--- src/rtl/centroid_tx.sv ---
// Object centroid measurement: accumulates hit-pixel coordinates per frame and
// divides by the hit count to emit one (z_x, z_y) measurement per frame.
module centroid_tx #(
  parameter int DISP_WIDTH = 11,
  parameter int SUM_WIDTH  = 32,
  parameter int CNT_WIDTH  = 21
) (
  input  logic                  clk,
  input  logic                  reset,
  input  logic [DISP_WIDTH-1:0] pix_x,
  input  logic [DISP_WIDTH-1:0] pix_y,
  input  logic                  pix_valid,
  input  logic                  pix_hit,
  input  logic                  frame_end,
  output logic [DISP_WIDTH-1:0] z_x,
  output logic [DISP_WIDTH-1:0] z_y,
  output logic                  valid,
  input  logic                  ready,
  output logic                  frame_empty,
  output logic                  overrun
);

  localparam int BW = $clog2(SUM_WIDTH + 1);

  typedef enum logic [1:0] {IDLE, DIVIDE, SEND} state_t;

  state_t                state_q, state_d;
  logic [SUM_WIDTH-1:0]  sum_x, sum_y, sum_x_tot, sum_y_tot;
  logic [CNT_WIDTH-1:0]  cnt, cnt_tot;
  logic                  hit_en, start, div_done;
  logic [SUM_WIDTH-1:0]  qx, qy;
  logic [CNT_WIDTH-1:0]  rx, ry, divisor;
  logic [BW-1:0]         bit_cnt;

  // Handshake: a measurement transfers on a cycle with valid=1 and ready=1;
  // z_x/z_y stay stable while valid=1 and ready=0.

  // One restoring-division step: returns {remainder, quotient/dividend shift}.
  function automatic logic [CNT_WIDTH+SUM_WIDTH-1:0] div_step(
    input logic [SUM_WIDTH-1:0] q,
    input logic [CNT_WIDTH-1:0] r,
    input logic [CNT_WIDTH-1:0] d
  );
    logic [CNT_WIDTH:0] trial;
    logic [CNT_WIDTH:0] diff;
    trial = {r, q[SUM_WIDTH-1]};
    diff  = trial - {1'b0, d};
    if (trial >= {1'b0, d})
      div_step = {diff[CNT_WIDTH-1:0], q[SUM_WIDTH-2:0], 1'b1};
    else
      div_step = {trial[CNT_WIDTH-1:0], q[SUM_WIDTH-2:0], 1'b0};
  endfunction

  // Saturated counter ignores further hits until the frame ends.
  assign hit_en    = pix_valid & pix_hit & ~(&cnt);
  assign sum_x_tot = sum_x + (hit_en ? SUM_WIDTH'(pix_x) : '0);
  assign sum_y_tot = sum_y + (hit_en ? SUM_WIDTH'(pix_y) : '0);
  assign cnt_tot   = cnt + CNT_WIDTH'(hit_en);
  assign start     = frame_end && (state_q == IDLE) && (cnt_tot != '0);
  assign div_done  = (bit_cnt == BW'(SUM_WIDTH));
  assign valid     = (state_q == SEND);

  always_ff @(posedge clk) begin
    if (reset) state_q <= IDLE;
    else       state_q <= state_d;
  end

  always_comb begin
    state_d = state_q;
    case (state_q)
      IDLE:    if (start) state_d = DIVIDE;
      DIVIDE:  if (div_done) state_d = SEND;
      SEND:    if (ready) state_d = IDLE;
      default: state_d = IDLE;
    endcase
  end

  always_ff @(posedge clk) begin
    if (reset) begin
      sum_x       <= '0;
      sum_y       <= '0;
      cnt         <= '0;
      qx          <= '0;
      qy          <= '0;
      rx          <= '0;
      ry          <= '0;
      divisor     <= '0;
      bit_cnt     <= '0;
      z_x         <= '0;
      z_y         <= '0;
      frame_empty <= 1'b0;
      overrun     <= 1'b0;
    end else begin
      // Accumulators clear on every frame_end, whether or not the frame is kept.
      sum_x       <= frame_end ? '0 : sum_x_tot;
      sum_y       <= frame_end ? '0 : sum_y_tot;
      cnt         <= frame_end ? '0 : cnt_tot;
      frame_empty <= frame_end && (state_q == IDLE) && (cnt_tot == '0);
      overrun     <= frame_end && (state_q != IDLE);
      if (start) begin
        qx      <= sum_x_tot;
        qy      <= sum_y_tot;
        rx      <= '0;
        ry      <= '0;
        divisor <= cnt_tot;
        bit_cnt <= '0;
      end else if (state_q == DIVIDE && !div_done) begin
        {rx, qx} <= div_step(qx, rx, divisor);
        {ry, qy} <= div_step(qy, ry, divisor);
        bit_cnt  <= bit_cnt + BW'(1);
      end
      if (state_q == DIVIDE && div_done) begin
        z_x <= qx[DISP_WIDTH-1:0];
        z_y <= qy[DISP_WIDTH-1:0];
      end
    end
  end

endmodule

--- config.mk ---
export PLATFORM = sky130hd
export DESIGN_NAME = centroid_tx
export DESIGN_NICKNAME = d
export VERILOG_FILES = /design/src/rtl/centroid_tx.sv
export SDC_FILE = /design/constraint.sdc
export NUM_CORES = 1
export LEC_CHECK = 0
export ABC_AREA = 1
export BUFFER_PORTS_ARGS = -buffer_cell sky130_fd_sc_hd__buf_2
export CAP_MARGIN = 20
export CORE_MARGIN = 8
export CORE_UTILIZATION = 45
export DETAILED_ROUTE_END_ITERATION = 12
export GPL_TIMING_DRIVEN = 0
export PLACE_DENSITY = 0.6
export SLEW_MARGIN = 10
export SYNTH_ARGS = -nofsm -noshare
export SYNTH_HDL_FRONTEND = slang
export SYNTH_SLANG_ARGS = --single-unit
--- constraint.sdc ---
create_clock -name clk -period 4.3 [get_ports clk]
set_clock_uncertainty 0.2 [all_clocks]
set_input_delay 0.215 -clock clk [delete_from_list [all_inputs] [get_ports clk]]
set_output_delay 0.215 -clock clk [all_outputs]
set_load 0.02 [all_outputs]
==> impl_metrics.toml <==
[run_status]
status = "complete, no violations"

[synthesis]
synth_area_sq_um = 14600
synth-xor-area-share_pct = 4.80
yosys.area.top_type_share_pct = 33.5
synthMuxAreaShare_pct = 0
synth_fp_nets = 2311
yosys-top-cells-count = "503 x nand2_1, 312 x nor2_1, 257 x inv_1"
yosys.area_share.simple_pct = 33.0
synth_area_per_cell_sq_um = 6.59
yosys-top-cells-area = "dfxtp_1 34%, nand2_1 13%, nor2_1 8.0%, a21oi_1 7.1%, nand3_1 6.8%"
synth_top_area_cell = "dfxtp_1"
synth-edff-count = 0
synth_top_family_by_area = "simple AND/OR/NAND/NOR gates"
synthFlopType = "dfxtp_1"
ys_ff_latch = 244
synthAdderAreaFrac_pct = 6.39
synth_cell_types = 41
synth_compound_area_share_pct = 12.8
yosysMostFrequentCell = "nand2_1"
ys_seq_area_share_pct = 33.5
yosysWarnings = 0
synthArstFlopShare_pct = 0
synth_cells = 2211

[sta]
maxSlewHeadroom_pct = 44.1
slew_viol_final = 0
setup-violations-final = 0
hold_slack_ps = 13.6
hold_viol_final = 0
fmax_mhz = 251
fin_tns_setup_ps = 0
tightest_slew_ps = 833
setup_slack_ps = 308
min_period_ps = 3990
rsz0062_at_grt = "no"
post-route-period-util_pct = 92.8

[worst_setup_path]
cpPeakStageDelay_ps = 310
cp_max_fo = 10
r2r_slack_ps = 310
cp-endpoint = "qx[26]"
cp.arrival_ps = 4210
rr_endpoint = "qx[26]"
cp_top_family = "simple AND/OR/NAND/NOR gates"
crit_type = "register to register"
cp_num_cells = 24
crit_path_end_kind = "register"
crit_chain = "inv_1 -> nor3_2 -> nand2_1 -> nor2_1 -> nand3_1 -> nand3_4 -> inv_4 -> ha_2 -> ha_2 -> inv_1 -> nor2_2 -> nand2_2 -> nor2_4 -> nand3_1 -> nand2_1 -> nand3_1 -> nor2_2 -> nand2_4 -> nand2_4 -> buf_6 -> clkbuf_4 -> nand2_1 -> nand2_1 -> a21oi_1"
worstRegToRegCells = 24
startpoint = "cnt[16]"
worstPathRequired_ps = 4520
r2r_start = "cnt[16]"
worst_path_most_repeated_cell = "nand2_1"
cpMaxStageDelayCell = "dfxtp_1"
cp-start-kind = "register"
cp_num_buf_inv = 5

[global_routing]
grt_remaining_overflow = 0
grt_pass1_vias = 13824
grt_pass1_wl_microns = 72500
antenna_found_initial = 0
grt_usage_pct = 23.2
grt_max_degree = 15

[final_layout]
stdcell_area_sq_um = 16500
postLayoutCoreUtil_pct = 51.3
layout-drive-gt1-share_pct = 7.49
areaGrowthSynthToFinish_pct = 13.3
fin_nets = 2401
fill_cells = 3329
layoutNonFillerInstCount = 2732
antennaDiodeCount = 0

[pwr]
power_density_nw_per_um2 = 566
ir_drop_uv = 335
finalPower_mw = 9.35
leakagePower_nw = 7.40

[clock_tree]
clock_latency_ps = 560
cts_tree = "done"
cts.sinks = 244
root_buffer = "clkbuf_16"
cts_max_path_buffers = 3
cts.htree.levels = 1
clk_pin_slew_ps = 60
cts-buffers-inserted = 30

[detailed_routing]
wl_per_cell_microns = 16.6
wl_microns = 45300
routed_via_density = 5.26
first_pass_iters = 5
vias = 14380
ant_nets = 0
first_iter_violations = 901
drc = 0

[worst_hold_path]
hp-class = "input pin to register"
hold_start = "pix_y[0]"

[die]
fp.dieArea_sq_um = 38400
row_count = 66
core_sq_um = 32200
io_pins = 53
start_util_pct = 45.2
die_w_microns = 196
die_h_microns = 196

[placed_design]
portBuffers = 52
routabilityCongestion = 0.925
placed_area_sq_um = 15300
placedCellCount = 2671
dp_worst_setup_slack_ps = -171
hpwl_microns = 34800

[job]
drv_cap = 0
==> per-layer routing <==
metal	global-route usage [%]	share of wire [%]	up-vias
met4	6.91	2.8	0
met3	2.81	4.6	66
met2	40.7	47	345
li1	-	-	7329
met5	0	0	-
met1	29.4	45	6640
==> cell usage in the layout, fill, tap and decap left out, drive strengths merged, types with 5 or more instances in the layout <==
cell type  count
a21boi         6
a21o           8
a21oi        208
a22oi         14
buf           87
clkbuf        99
dfxtp        244
ha            68
inv          259
nand2        508
nand3        214
nand3b        15
nand4         29
nor2         318
nor3          21
nor4           5
o21a           5
o21ai         94
o21bai         5
or2            7
xnor2         42
xor2          37
==> where the power goes <==
part	leakage, nW	internal, mW	switching (mW)	total [mW]
Clock	0.514	1.69	1.04	2.73
Combinational	4.91	1.37	2.75	4.12
Sequential	1.97	2.40	0.103	2.50
Total	7.40	5.46	3.89	9.35
==> what timing repair did <==
action,4_1_cts,5_1_grt
hold endpoints to repair,5,0
endpoints found under the setup margin,61,142
setup buffers,0,2
hold buffers,4,0
pin swaps,0,1
resized for setup,2,16
==> how the worst min path moves through the flow <==
| stage | to | slack [ps] | cells past startpoint |
|---|---|---|---|
| floorplan | overrun | 140 | 2 |
| global placement | qx[13] | 260 | 2 |
| detailed placement | qy[19] | 270 | 2 |
| CTS | sum_y[0] | 10 | 6 |
| global route | qx[0] | 50 | 3 |
| finish | sum_y[0] | 10 | 6 |
==> flip-flops by register name, indices dropped and copies added (netlist names) <==
register and count:
ry 21, frame_empty 1, z_y 11, overrun 1
bit_cnt 6, divisor 21, sum_x 32, z_x 11
rx 21, sum_y 32, qy 32, qx 32
cnt 21, state_q 2
==> cells by family (layout without fill, tap and decap cells) <==
| group | count (synthesis) | count (layout) |
|---|---|---|
| AOI/OAI and AO/OA | 349 | 349 |
| xor gates and xnor gates | 79 | 79 |
| adders and majority gates | 72 | 72 |
| buffers and inverters | 347 | 460 |
| DFF | 244 | 244 |
| and+or+nand+nor | 1120 | 1120 |
==> worst reg2reg max path, cell delays in order, from the launching register on <==
cell and delay [ps]:
dfxtp_1 310, inv_1 170, nor3_2 90, nand2_1 60, nor2_1 50, nand3_1 100
nand3_4 160, inv_4 140, ha_2 240, ha_2 250, inv_1 60, nor2_2 190
nand2_2 110, nor2_4 210, nand3_1 90, nand2_1 150, nand3_1 130, nor2_2 220
nand2_4 150, nand2_4 110, buf_6 180, clkbuf_4 260, nand2_1 90, nand2_1 80
a21oi_1 60
==> area by class of cell <==
type / count / area, sq um / share of cell area, %
Tap cell: 408 / 510 / 3.09
Clock buffer: 44 / 905 / 5.48
Buffer: 88 / 418 / 2.53
Inverter: 259 / 975 / 5.90
Clock inverter: 11 / 165 / 1.00
Sequential cell: 244 / 4880 / 29.6
Timing Repair Buffer: 58 / 315 / 1.91
Multi-Input combinational cell: 1620 / 8340 / 50.5
Power figures use the tool's default switching activity.
